### src/rtl/mc_pkg.sv
// Shared microsequencer definitions: state encodings, opcode constants, widths.
// Latency: n/a (types and constants only).
// Backpressure: n/a.
package mc_pkg;

    localparam int STATE_W  = 4;
    localparam int OPCODE_W = 6;
    localparam int ICNT_W   = 16;
    localparam int ECNT_W   = 8;

    localparam logic [ECNT_W-1:0] ECNT_MAX = '1;

    // Microstate encodings; the microprogram ROM is addressed by these values.
    // Codes 10..15 are unused and treated as invalid states.
    typedef enum logic [STATE_W-1:0] {
        FETCH   = 4'd0,
        DECODE  = 4'd1,
        MEMADR  = 4'd2,
        MEMRD   = 4'd3,
        MEMWB   = 4'd4,
        MEMWR   = 4'd5,
        RTYPEEX = 4'd6,
        RTYPEWB = 4'd7,
        BEQEX   = 4'd8,
        JEX     = 4'd9
    } state_t;

    localparam logic [OPCODE_W-1:0] OP_RTYPE = 6'b000000;
    localparam logic [OPCODE_W-1:0] OP_LW    = 6'b100011;
    localparam logic [OPCODE_W-1:0] OP_SW    = 6'b101011;
    localparam logic [OPCODE_W-1:0] OP_BEQ   = 6'b000100;
    localparam logic [OPCODE_W-1:0] OP_J     = 6'b000010;

    // Dispatch table select: table 1 is used in DECODE, table 2 in MEMADR.
    localparam logic TBL_DECODE = 1'b0;
    localparam logic TBL_MEMADR = 1'b1;

    // States whose exit to FETCH completes (retires) an instruction.
    function automatic logic is_retire_src(input state_t s);
        return s inside {MEMWB, MEMWR, RTYPEWB, BEQEX, JEX};
    endfunction

endpackage

### src/rtl/dispatch_rom.sv
// Opcode dispatch tables for DECODE (table 1) and MEMADR (table 2).
// Latency: purely combinational, zero cycles.
// Backpressure: none; the caller decides whether the result is used.
module dispatch_rom
    import mc_pkg::*;
(
    input  logic [OPCODE_W-1:0] i_opcode,
    input  logic                i_tbl_sel,
    output state_t              o_next_state,
    output logic                o_illegal
);

    // Table lookup; any opcode without an entry falls back to FETCH and is flagged illegal.
    always_comb begin
        o_next_state = FETCH;
        o_illegal    = 1'b1;
        if (i_tbl_sel == TBL_DECODE) begin
            case (i_opcode)
                OP_RTYPE: begin o_next_state = RTYPEEX; o_illegal = 1'b0; end
                OP_LW:    begin o_next_state = MEMADR;  o_illegal = 1'b0; end
                OP_SW:    begin o_next_state = MEMADR;  o_illegal = 1'b0; end
                OP_BEQ:   begin o_next_state = BEQEX;   o_illegal = 1'b0; end
                OP_J:     begin o_next_state = JEX;     o_illegal = 1'b0; end
                default:  ;
            endcase
        end else begin
            case (i_opcode)
                OP_LW:    begin o_next_state = MEMRD;   o_illegal = 1'b0; end
                OP_SW:    begin o_next_state = MEMWR;   o_illegal = 1'b0; end
                default:  ;
            endcase
        end
    end

endmodule

### src/rtl/microsequencer.sv
// Microprogram sequencer: increment/dispatch/return control plus retire and error counters.
// Latency: state, illegal_op and counters are registered, one cycle after the deciding inputs.
// Backpressure: stall=1 freezes state and counters for that cycle and forces illegal_op low.
module microsequencer
    import mc_pkg::*;
(
    input  logic                clk,
    input  logic                reset_n,
    input  logic                addrctl,
    input  logic [OPCODE_W-1:0] opcode,
    input  logic                stall,
    output logic [STATE_W-1:0]  state,
    output logic                illegal_op,
    output logic [ICNT_W-1:0]   instr_count,
    output logic [ECNT_W-1:0]   err_count
);

    state_t              r_state;
    state_t              w_next_state;
    logic                w_illegal;
    logic                w_retire;
    logic                w_tbl_sel;
    state_t              w_disp_state;
    logic                w_disp_illegal;
    logic                r_illegal_op;
    logic [ICNT_W-1:0]   r_instr_count;
    logic [ECNT_W-1:0]   r_err_count;

    assign w_tbl_sel = (r_state == MEMADR) ? TBL_MEMADR : TBL_DECODE;

    dispatch_rom u_dispatch (
        .i_opcode     (opcode),
        .i_tbl_sel    (w_tbl_sel),
        .o_next_state (w_disp_state),
        .o_illegal    (w_disp_illegal)
    );

    // State register; stall simply withholds the update.
    always_ff @(posedge clk or negedge reset_n) begin
        if (!reset_n) begin
            r_state <= FETCH;
        end else if (!stall) begin
            r_state <= w_next_state;
        end
    end

    // Next-state, fault and retire decode from the current state, addrctl and opcode only.
    always_comb begin
        w_next_state = FETCH;
        w_illegal    = 1'b0;
        if (r_state > JEX) begin
            // Unused encodings recover to FETCH no matter what addrctl says.
            w_illegal = 1'b1;
        end else if (addrctl) begin
            // JEX is the last encoding; incrementing past it would land in an invalid state.
            if (r_state != JEX) begin
                w_next_state = state_t'(r_state + 4'd1);
            end
        end else if ((r_state == DECODE) || (r_state == MEMADR)) begin
            w_next_state = w_disp_state;
            w_illegal    = w_disp_illegal;
        end
        w_retire = (w_next_state == FETCH) && !w_illegal && is_retire_src(r_state);
    end

    // Fault pulse and counters; the pulse lands together with the FETCH it caused.
    always_ff @(posedge clk or negedge reset_n) begin
        if (!reset_n) begin
            r_illegal_op  <= 1'b0;
            r_instr_count <= '0;
            r_err_count   <= '0;
        end else if (stall) begin
            r_illegal_op  <= 1'b0;
        end else begin
            r_illegal_op <= w_illegal;
            if (w_retire) begin
                r_instr_count <= r_instr_count + 1'b1;
            end
            if (w_illegal && (r_err_count != ECNT_MAX)) begin
                r_err_count <= r_err_count + 1'b1;
            end
        end
    end

    assign state       = r_state;
    assign illegal_op  = r_illegal_op;
    assign instr_count = r_instr_count;
    assign err_count   = r_err_count;

endmodule

### config.mk
export PLATFORM = sky130hd
export DESIGN_NAME = microsequencer
export DESIGN_NICKNAME = d
export VERILOG_FILES = /design/src/rtl/mc_pkg.sv /design/src/rtl/dispatch_rom.sv /design/src/rtl/microsequencer.sv
export SDC_FILE = /design/constraint.sdc
export NUM_CORES = 1
export LEC_CHECK = 0
export ABC_AREA = 1
export BUFFER_PORTS_ARGS = -buffer_cell sky130_fd_sc_hd__buf_2
export CORE_ASPECT_RATIO = 1.2
export CORE_MARGIN = 4
export CORE_UTILIZATION = 50
export CTS_CLUSTER_SIZE = 16
export DETAILED_ROUTE_END_ITERATION = 12
export GPL_TIMING_DRIVEN = 0
export PLACE_DENSITY_LB_ADDON = 0.3
export SLEW_MARGIN = 0
export SYNTH_ARGS = -nofsm -noshare
export SYNTH_HDL_FRONTEND = slang
export SYNTH_HIERARCHICAL = 1
export SYNTH_SLANG_ARGS = --single-unit
### constraint.sdc
create_clock -name clk -period 5.5 [get_ports clk]
set_input_delay 0.55 -clock clk [delete_from_list [all_inputs] [get_ports clk]]
set_output_delay 0.55 -clock clk [all_outputs]
set_load 0.005 [all_outputs]
==> flow_summary.rst, run 1 <==
.. list-table::
   :header-rows: 1

   * - Metric
     - Value
   * - Status
     - finished, final reports clean
   * - Largest family of logic cells by synthesized area
     - simple AND/OR/NAND/NOR gates
   * - Mean number of vias per cell
     - 5.006
   * - Final wirelength
     - 4054 um
   * - Max-Slew Margin vs Limit
     - 0.5750
   * - Number of flops mapped to enable cells by yosys
     - 0
   * - Final total negative setup slack
     - 0 ns
   * - Worst Path Required
     - 5.67 ns
   * - Horizontal die dimension
     - 65.28 um
   * - Mux cell area share after synthesis
     - 0.005086
   * - Remaining number of nets flagged by the antenna check after routing
     - 0
   * - Crit-path slowest cell
     - dfrtp_1
   * - Global router's overall resource usage
     - 0.1792
   * - Count of hold-fix buffers inserted at cts
     - 0
   * - Drt first-iter violations
     - 78
   * - Critical-path maximum fanout
     - 8
   * - Critical Path Sink Type
     - flop
   * - Clock skew after layout
     - 0.009053 ns
   * - Share of the yosys chip area belonging to registers
     - 0.3687
   * - H-tree Lvls
     - 2
   * - Total cell area at the placement stage
     - 2218 sq um
   * - Effective utilization at floorplan
     - 0.5286
   * - Number of violations of the max-capacitance limit
     - 0
   * - PD cells
     - 269.5 nW/um^2
   * - Total instance count after detailed placement
     - 353
   * - Number of cells produced by synthesis
     - 264
   * - Initial antenna violation count
     - 0
   * - Count of clock tree sinks
     - 29
   * - Number of distinct standard cells referenced by the synthesized netlist
     - 29
   * - Setup repair after global routing missed its margin
     - no
   * - Hold Fails Final Rpt
     - 0
   * - Post-synthesis share of cell area spent on and, or, nand and nor gates
     - 0.3999
   * - Total number of placement rows
     - 24
   * - Clock tree from TritonCTS
     - yes
   * - Detailed-routing iteration count for the pre-antenna-repair pass
     - 4
   * - CP Cell Sequence
     - nor2_1, inv_1, nor2_1, nand2_2, o21ai_1, inv_1, nor2_1, nand3_1, a21oi_4, nand2_2, o21ai_0, nand2_1
   * - Number of gates resized after CTS
     - 0
   * - Mean instance size in the synthesized netlist
     - 7.455 sq um
   * - Post-route cell area
     - 2301 sq um
   * - Die height
     - 76.73 um
   * - Critical Path Start Type
     - flop
   * - Most frequent cell after synthesis
     - nand2_1
   * - Largest net degree at the start of global routing
     - 30
   * - Part of the cycle the worst path needs
     - 0.4234
   * - Actual transition at the worst max-transition pin
     - 0.6374 ns
   * - Post-CTS setup buffer count
     - 0
   * - Share of flip-flops with an asynchronous set or reset
     - 1.000
   * - Via count of the first global-routing pass
     - 1,653
   * - Pre-CTS worst setup slack
     - 3.155 ns
   * - Count of synthesis-stage warnings from yosys
     - 6
   * - Fraction of post-synthesis cell area in the top cell type by area
     - 0.3687
   * - Port Buf Inserts
     - 37
   * - Arrival time reported for the critical path endpoint
     - 2.50 ns
   * - XOR/XNOR share of the synthesized area
     - 0.08455
   * - Final HPWL DP
     - 3079 um
   * - Clock latency at the later pin of the worst-skew pair
     - 0.28 ns
   * - Full die area
     - 5009 sq um
   * - Fill cell total of the finished layout
     - 387
   * - Routed length per placed instance
     - 11.23 um
   * - Count of state elements after synthesis
     - 29
   * - Maximum operating frequency
     - 0.4294 GHz
   * - Syn Nets
     - 276
   * - Ratio of cells with drive above 1 in the final layout
     - 0.2330
   * - Class of the most critical setup path
     - reg -> reg
   * - Num ports
     - 39
   * - Delay of the slowest critical-path stage
     - 0.46 ns
   * - Clock slew at reported path FFs
     - 0.06 ns
   * - Root buffer cell
     - clkbuf_8
   * - Cell type contributing the most total cell area after synthesis
     - dfrtp_1
   * - Number of remaining DRC errors
     - 0
   * - Final number of setup-violating endpoints
     - 0
   * - Synth Area in Compound Gates
     - 0.05849
   * - Library cell appearing most often on the critical path
     - nor2_1
   * - Non-filler cells, final
     - 361
   * - Wire length of the first global-routing pass
     - 7279 um
   * - Nets@finish
     - 320
   * - Main area contributors after synthesis
     - dfrtp_1 37%, nand2_1 16%, nand3_1 9.2%
   * - Diodes inserted
     - 0
   * - Final min period
     - 2.329 ns
   * - Leakage power total
     - 0.001221 uW
   * - Adder-Cell Fraction of Synth Area
     - 0.01271
   * - Growth of design area from synthesis to finish
     - 16.91%
   * - Most used standard cells in the synthesized netlist
     - 83 x nand2_1, 36 x nand3_1, 29 x dfrtp_1
   * - TritonCTS buffer count
     - 5
   * - Smallest setup slack after layout
     - 3.171 ns
   * - Via Count
     - 1,807
   * - Power, Total
     - 620.1 uW
   * - Number of buffers between clock root and the deepest sink
     - 2
   * - Sum of overflow across all layers after global routing
     - 0
   * - Fin. max-slew vios
     - 0
   * - Area of the core region
     - 3724 sq um
   * - Cell area after synthesis
     - 1968 sq um
   * - Primary FF master, synth
     - dfrtp_1
   * - Worst min-delay path class
     - in -> async
   * - Final estimated routing congestion in global placement
     - 0.8067
   * - Worst voltage drop across the vdd grid
     - 193.6 uV
-- flip-flops by register name, indices dropped and copies added, names as in the netlist --
name and cells:
err_count 8, state 4, illegal_op 1, instr_count 16
-- final timing paths --
| path | start | to | slack [ns] | cells after the start |
|---|---|---|---|---|
| min in group clk | instr_count[15]$_DFFE_PN0P_ | instr_count[15]$_DFFE_PN0P_ | 0.52 | 2 |
| hold reg to reg | instr_count[15]$_DFFE_PN0P_ | instr_count[15]$_DFFE_PN0P_ | 0.52 | 2 |
| max in group asynchronous | reset_n | err_count[2]$_DFFE_PN0P_ | 4.79 | 1 |
| setup reg to reg | state[2]$_DFFE_PN0N_ | err_count[4]$_DFFE_PN0P_ | 3.17 | 12 |
| hold / removal | reset_n | instr_count[2]$_DFFE_PN0P_ | 0.29 | 1 |
| setup / recovery | state[2]$_DFFE_PN0N_ | err_count[4]$_DFFE_PN0P_ | 3.17 | 12 |
-- per-layer routing --
metal  part of all wire  up-vias  global-route usage
met2               0.50       32              0.2877
met4              0.014        0             0.05602
met3              0.041        7             0.03947
met5                  0        -                   0
li1                   -      940                   -
met1               0.45      828              0.2388
-- placed cells by master (no fill, tap or decap), types with 7 or more instances in the layout --
cell type / Yosys / final
nand2_2: 7 / 7
nor2_1: 19 / 19
nand3_1: 36 / 36
dfrtp_1: 29 / 29
inv_1: 24 / 24
xor2_1: 9 / 9
xnor2_1: 10 / 10
nand2_1: 83 / 83
buf_2: 0 / 37
nand4_1: 8 / 8
-- cell families (layout without fill, tap and decap cells) --
family                     Yosys count  in the layout
and+or+nand+nor                    166            166
buffers and inverters               32             77
DFF                                 29             29
xor gates and xnor gates            19             19
AOI/OAI and AO/OA                   15             15
adders and majority gates            2              2
muxes                                1              1
-- cell type report --
cell class | count | area (sq um) | share of cell area
timing repair buffer | 37 | 185.2 | 0.08048
inverter | 28 | 105.1 | 0.04568
clock inverter | 2 | 10.01 | 0.004350
sequential | 29 | 725.7 | 0.3154
tap | 52 | 65.06 | 0.02828
clock buffer | 6 | 72.57 | 0.03154
buffer | 4 | 33.78 | 0.01468
multi-input combinational | 203 | 1104 | 0.4796
-- stage by stage --
| stage | util | hold slack, ns |
|---|---|---|
| 3_5_place_dp | 0.5958 | 0.5098 |
| 2_1_floorplan | - | 0.2544 |
| 5_1_grt | 0.6179 | 0.3523 |
| 4_1_cts | 0.6179 | 0.3073 |
| 3_3_place_gp | 0.5958 | 0.5048 |
| 6_report | 0.6179 | 0.2889 |
-- where the power goes --
| part | total [uW] | switching, uW | leakage [uW] | internal (uW) |
|---|---|---|---|---|
| clock | 165 | 77.3 | 0.0000450 | 87.3 |
| sequential | 284 | 40.7 | 0.000390 | 243 |
| combinational | 172 | 99.2 | 0.000786 | 72.5 |
| total | 620 | 217 | 0.00122 | 403 |
-- critical path: cells and delay by family (launching register included) --
family                 cells  cell delay (ns)
buffers and inverters      2             0.15
and+or+nand+nor            7             1.09
DFF                        1             0.46
AOI/OAI and AO/OA          3             0.51
Note: power is estimated with default switching activity, not from simulation.
==> inputs of run 2 (changes only) <==
Clock period 5.5 ns to 2.1 ns, I/O delays scaled along.
==> run 2 against run 1 <==
Net effect: cell count rose by 2.2%; sequential cell count stayed put; clock power grew to 2.6 times the previous value; worst hold slack gained 0.075 ns; non-clock buffer count up 8; critical endpoint is now err_count[2]$_DFFE_PN0P_; largest cell class unchanged.
==> flow_summary.rst, run 2 (synthesis gave the netlist of run 1 again) <==
.. list-table::
   :header-rows: 1

   * - Metric
     - Value
   * - Crit-path slowest cell
     - dfrtp_2
   * - Final wirelength
     - 4216 um
   * - Final number of setup-violating endpoints
     - 0
   * - Initial antenna violation count
     - 0
   * - Clock power share
     - 0.259
   * - Max-Slew Margin vs Limit
     - 0.5721
   * - Worst voltage drop across the vdd grid
     - 510.2 uV
   * - Growth of design area from synthesis to finish
     - 21.49%
   * - Horizontal die dimension
     - 65.28 um
   * - Delay of the slowest critical-path stage
     - 0.45 ns
   * - Final min period
     - 1.982 ns
   * - Number of violations of the max-capacitance limit
     - 0
   * - Setup repair after global routing missed its margin
     - yes
   * - Arrival time reported for the critical path endpoint
     - 2.14 ns
   * - Multi-input gate area in the final layout
     - 1124 sq um
   * - Smallest setup slack after layout
     - 0.1184 ns
   * - Worst hold-check slack
     - 0.3635 ns
   * - Diodes inserted
     - 0
   * - Number of cells traversed by the worst hold path
     - 3
   * - Area of the core region
     - 3724 sq um
   * - Full die area
     - 5009 sq um
   * - Num ports
     - 39
   * - Flip-flop count of the largest register, all copies and words added
     - 16
   * - Mean number of vias per cell
     - 4.997
   * - Switching share of power
     - 0.3500
   * - Detailed-routing iteration count for the pre-antenna-repair pass
     - 4
   * - Fill cell total of the finished layout
     - 379
   * - Via Count
     - 1,844
   * - Fin. max-slew vios
     - 0
   * - Via count of the first global-routing pass
     - 1,671
   * - Sequential share of power
     - 0.447
   * - Routed length per placed instance
     - 11.43 um
   * - Pre-CTS worst setup slack
     - -0.2445 ns
   * - Die height
     - 76.73 um
   * - Launch point of the worst reg-to-reg path
     - state[2]$_DFFE_PN0N_
   * - TritonCTS buffer count
     - 5
   * - Root buffer cell
     - clkbuf_8
   * - Capture endpoint of the worst hold path
     - state[2]$_DFFE_PN0N_
   * - Actual transition at the worst max-transition pin
     - 0.6418 ns
   * - Nets@finish
     - 328
   * - Hold_sp
     - stall
   * - Critical-path maximum fanout
     - 6
   * - Number of buffers between clock root and the deepest sink
     - 2
   * - Clock latency at the later pin of the worst-skew pair
     - 0.28 ns
   * - Drt first-iter violations
     - 86
   * - Clock tree from TritonCTS
     - yes
   * - Part of the cycle the worst path needs
     - 0.9436
   * - Final estimated routing congestion in global placement
     - 0.8067
   * - Total cell area at the placement stage
     - 2218 sq um
   * - Total number of placement rows
     - 24
   * - Most common cell after layout, fill and taps aside
     - nand2_1
   * - Worst Path Required
     - 2.25 ns
   * - Critical Path Start Type
     - flop
   * - H-tree Lvls
     - 2
   * - Net switching power
     - 582.6 uW
   * - Leakage power total
     - 0.001261 uW
   * - Clock skew after layout
     - 0.007453 ns
   * - Internal power
     - 1082 uW
   * - Critical Path Sink Type
     - flop
   * - Reg2reg setup slack
     - 0.12 ns
   * - Port Buf Inserts
     - 37
   * - Post-route cell area
     - 2391 sq um
   * - Most frequent cells in the layout
     - 83 x nand2_1, 37 x buf_2, 36 x nand3_1
   * - Effective utilization at floorplan
     - 0.5286
   * - FF+latch area
     - 729.5 sq um
   * - Number of remaining DRC errors
     - 0
   * - Worst min-delay path class
     - in -> reg
   * - Class of the most critical setup path
     - reg -> reg
   * - Destination of the worst register-to-register timing path
     - err_count[2]$_DFFE_PN0P_
   * - Global router's overall resource usage
     - 0.1822
   * - Status
     - finished, final reports clean
   * - Hold Fails Final Rpt
     - 0
   * - PD cells
     - 696.2 nW/um^2
   * - Part of the total power dissipated in combinational logic
     - 0.293
   * - Sum of overflow across all layers after global routing
     - 0
   * - Largest net degree at the start of global routing
     - 30
   * - Ratio of cells with drive above 1 in the final layout
     - 0.2681
   * - Worst reg2reg path depth
     - 12
   * - Wire length of the first global-routing pass
     - 7396 um
   * - Final HPWL DP
     - 3079 um
   * - CP Cell Sequence
     - nor2_4, inv_2, nor2_4, nand2_2, o21ai_1, inv_1, nor2_1, nand3_1, a21oi_4, buf_4, nand3_1, xnor2_1
   * - Remaining number of nets flagged by the antenna check after routing
     - 0
   * - Count of clock tree sinks
     - 29
   * - Clock slew at reported path FFs
     - 0.06 ns
   * - Maximum operating frequency
     - 0.5046 GHz
-- run 2: cell types whose count changed in the layout (fill, tap and decap cells not counted), sizes merged --
| cell | delta |
|---|---|
| buf | +7 |
| dlygate4sd3 | +1 |
-- run 2: timing repair --
action                                 in CTS  in global routing
setup endpoints to repair                  24                 24
endpoints found under the hold margin      29                  0
gates resized for setup                     3                  7
hold buffers                                1                  0
pin swaps                                   1                  4
setup buffers                               2                  5
-- run 2: worst max path at each step --
stage                     slack [ns]                         end                 start  cells after the start
after floorplan                 0.03  instr_count[9]$_DFFE_PN0P_  state[2]$_DFFE_PN0N_                     12
after global placement         -0.19    err_count[4]$_DFFE_PN0P_  state[2]$_DFFE_PN0N_                     12
after detailed placement       -0.24    err_count[4]$_DFFE_PN0P_  state[2]$_DFFE_PN0N_                     12
after CTS                      0.006  instr_count[0]$_DFFE_PN0P_  state[2]$_DFFE_PN0N_                     12
after global routing           -0.06    err_count[2]$_DFFE_PN0P_  state[2]$_DFFE_PN0N_                     12
final                           0.12    err_count[2]$_DFFE_PN0P_  state[2]$_DFFE_PN0N_                     12
-- run 2: critical path: cells and delay by family, from the launching register on --
family	cells	cell delay, ns
XOR/XNOR	1	0.14
buffers and inverters	3	0.26
AO/OA/AOI/OAI	2	0.30
flip-flops	1	0.45
AND/OR/NAND/NOR	6	0.71
-- run 2: per-layer routing --
metal | global-route usage | vias to the layer above | routed length, um
li1 | - | 957 | -
met1 | 0.2463 | 855 | 1898
met2 | 0.2898 | 25 | 2111
met3 | 0.03947 | 7 | 146
met4 | 0.05602 | 0 | 58
met5 | 0 | - | 0
-- run 2: power by group through the flow --
stage / clock network (uW) / logic, uW / registers, uW
after floorplan: 0 / 294 / 744
after global placement: 0 / 441 / 751
after detailed placement: 0 / 455 / 750
after CTS: 448 / 466 / 743
after global routing: 475 / 547 / 761
final: 432 / 488 / 745
-- run 2: stage by stage --
step	total power, uW	std cells	setup TNS [ns]	util
floorplan	1038	264	0	-
global placement	1192	353	-2.829	0.5958
detailed placement	1205	353	-3.749	0.5958
CTS	1657	364	0	0.6274
global route	1783	369	-0.1352	0.6421
finish	1665	369	0	0.6421
-- run 2: cell type report --
class	instances	area share
multi-input combinational	203	0.4699
clock buffer	6	0.03035
timing repair buffer	45	0.1052
clock inverter	2	0.004186
sequential	29	0.3051
inverter	28	0.04396
tap	52	0.02721
buffer	4	0.01413
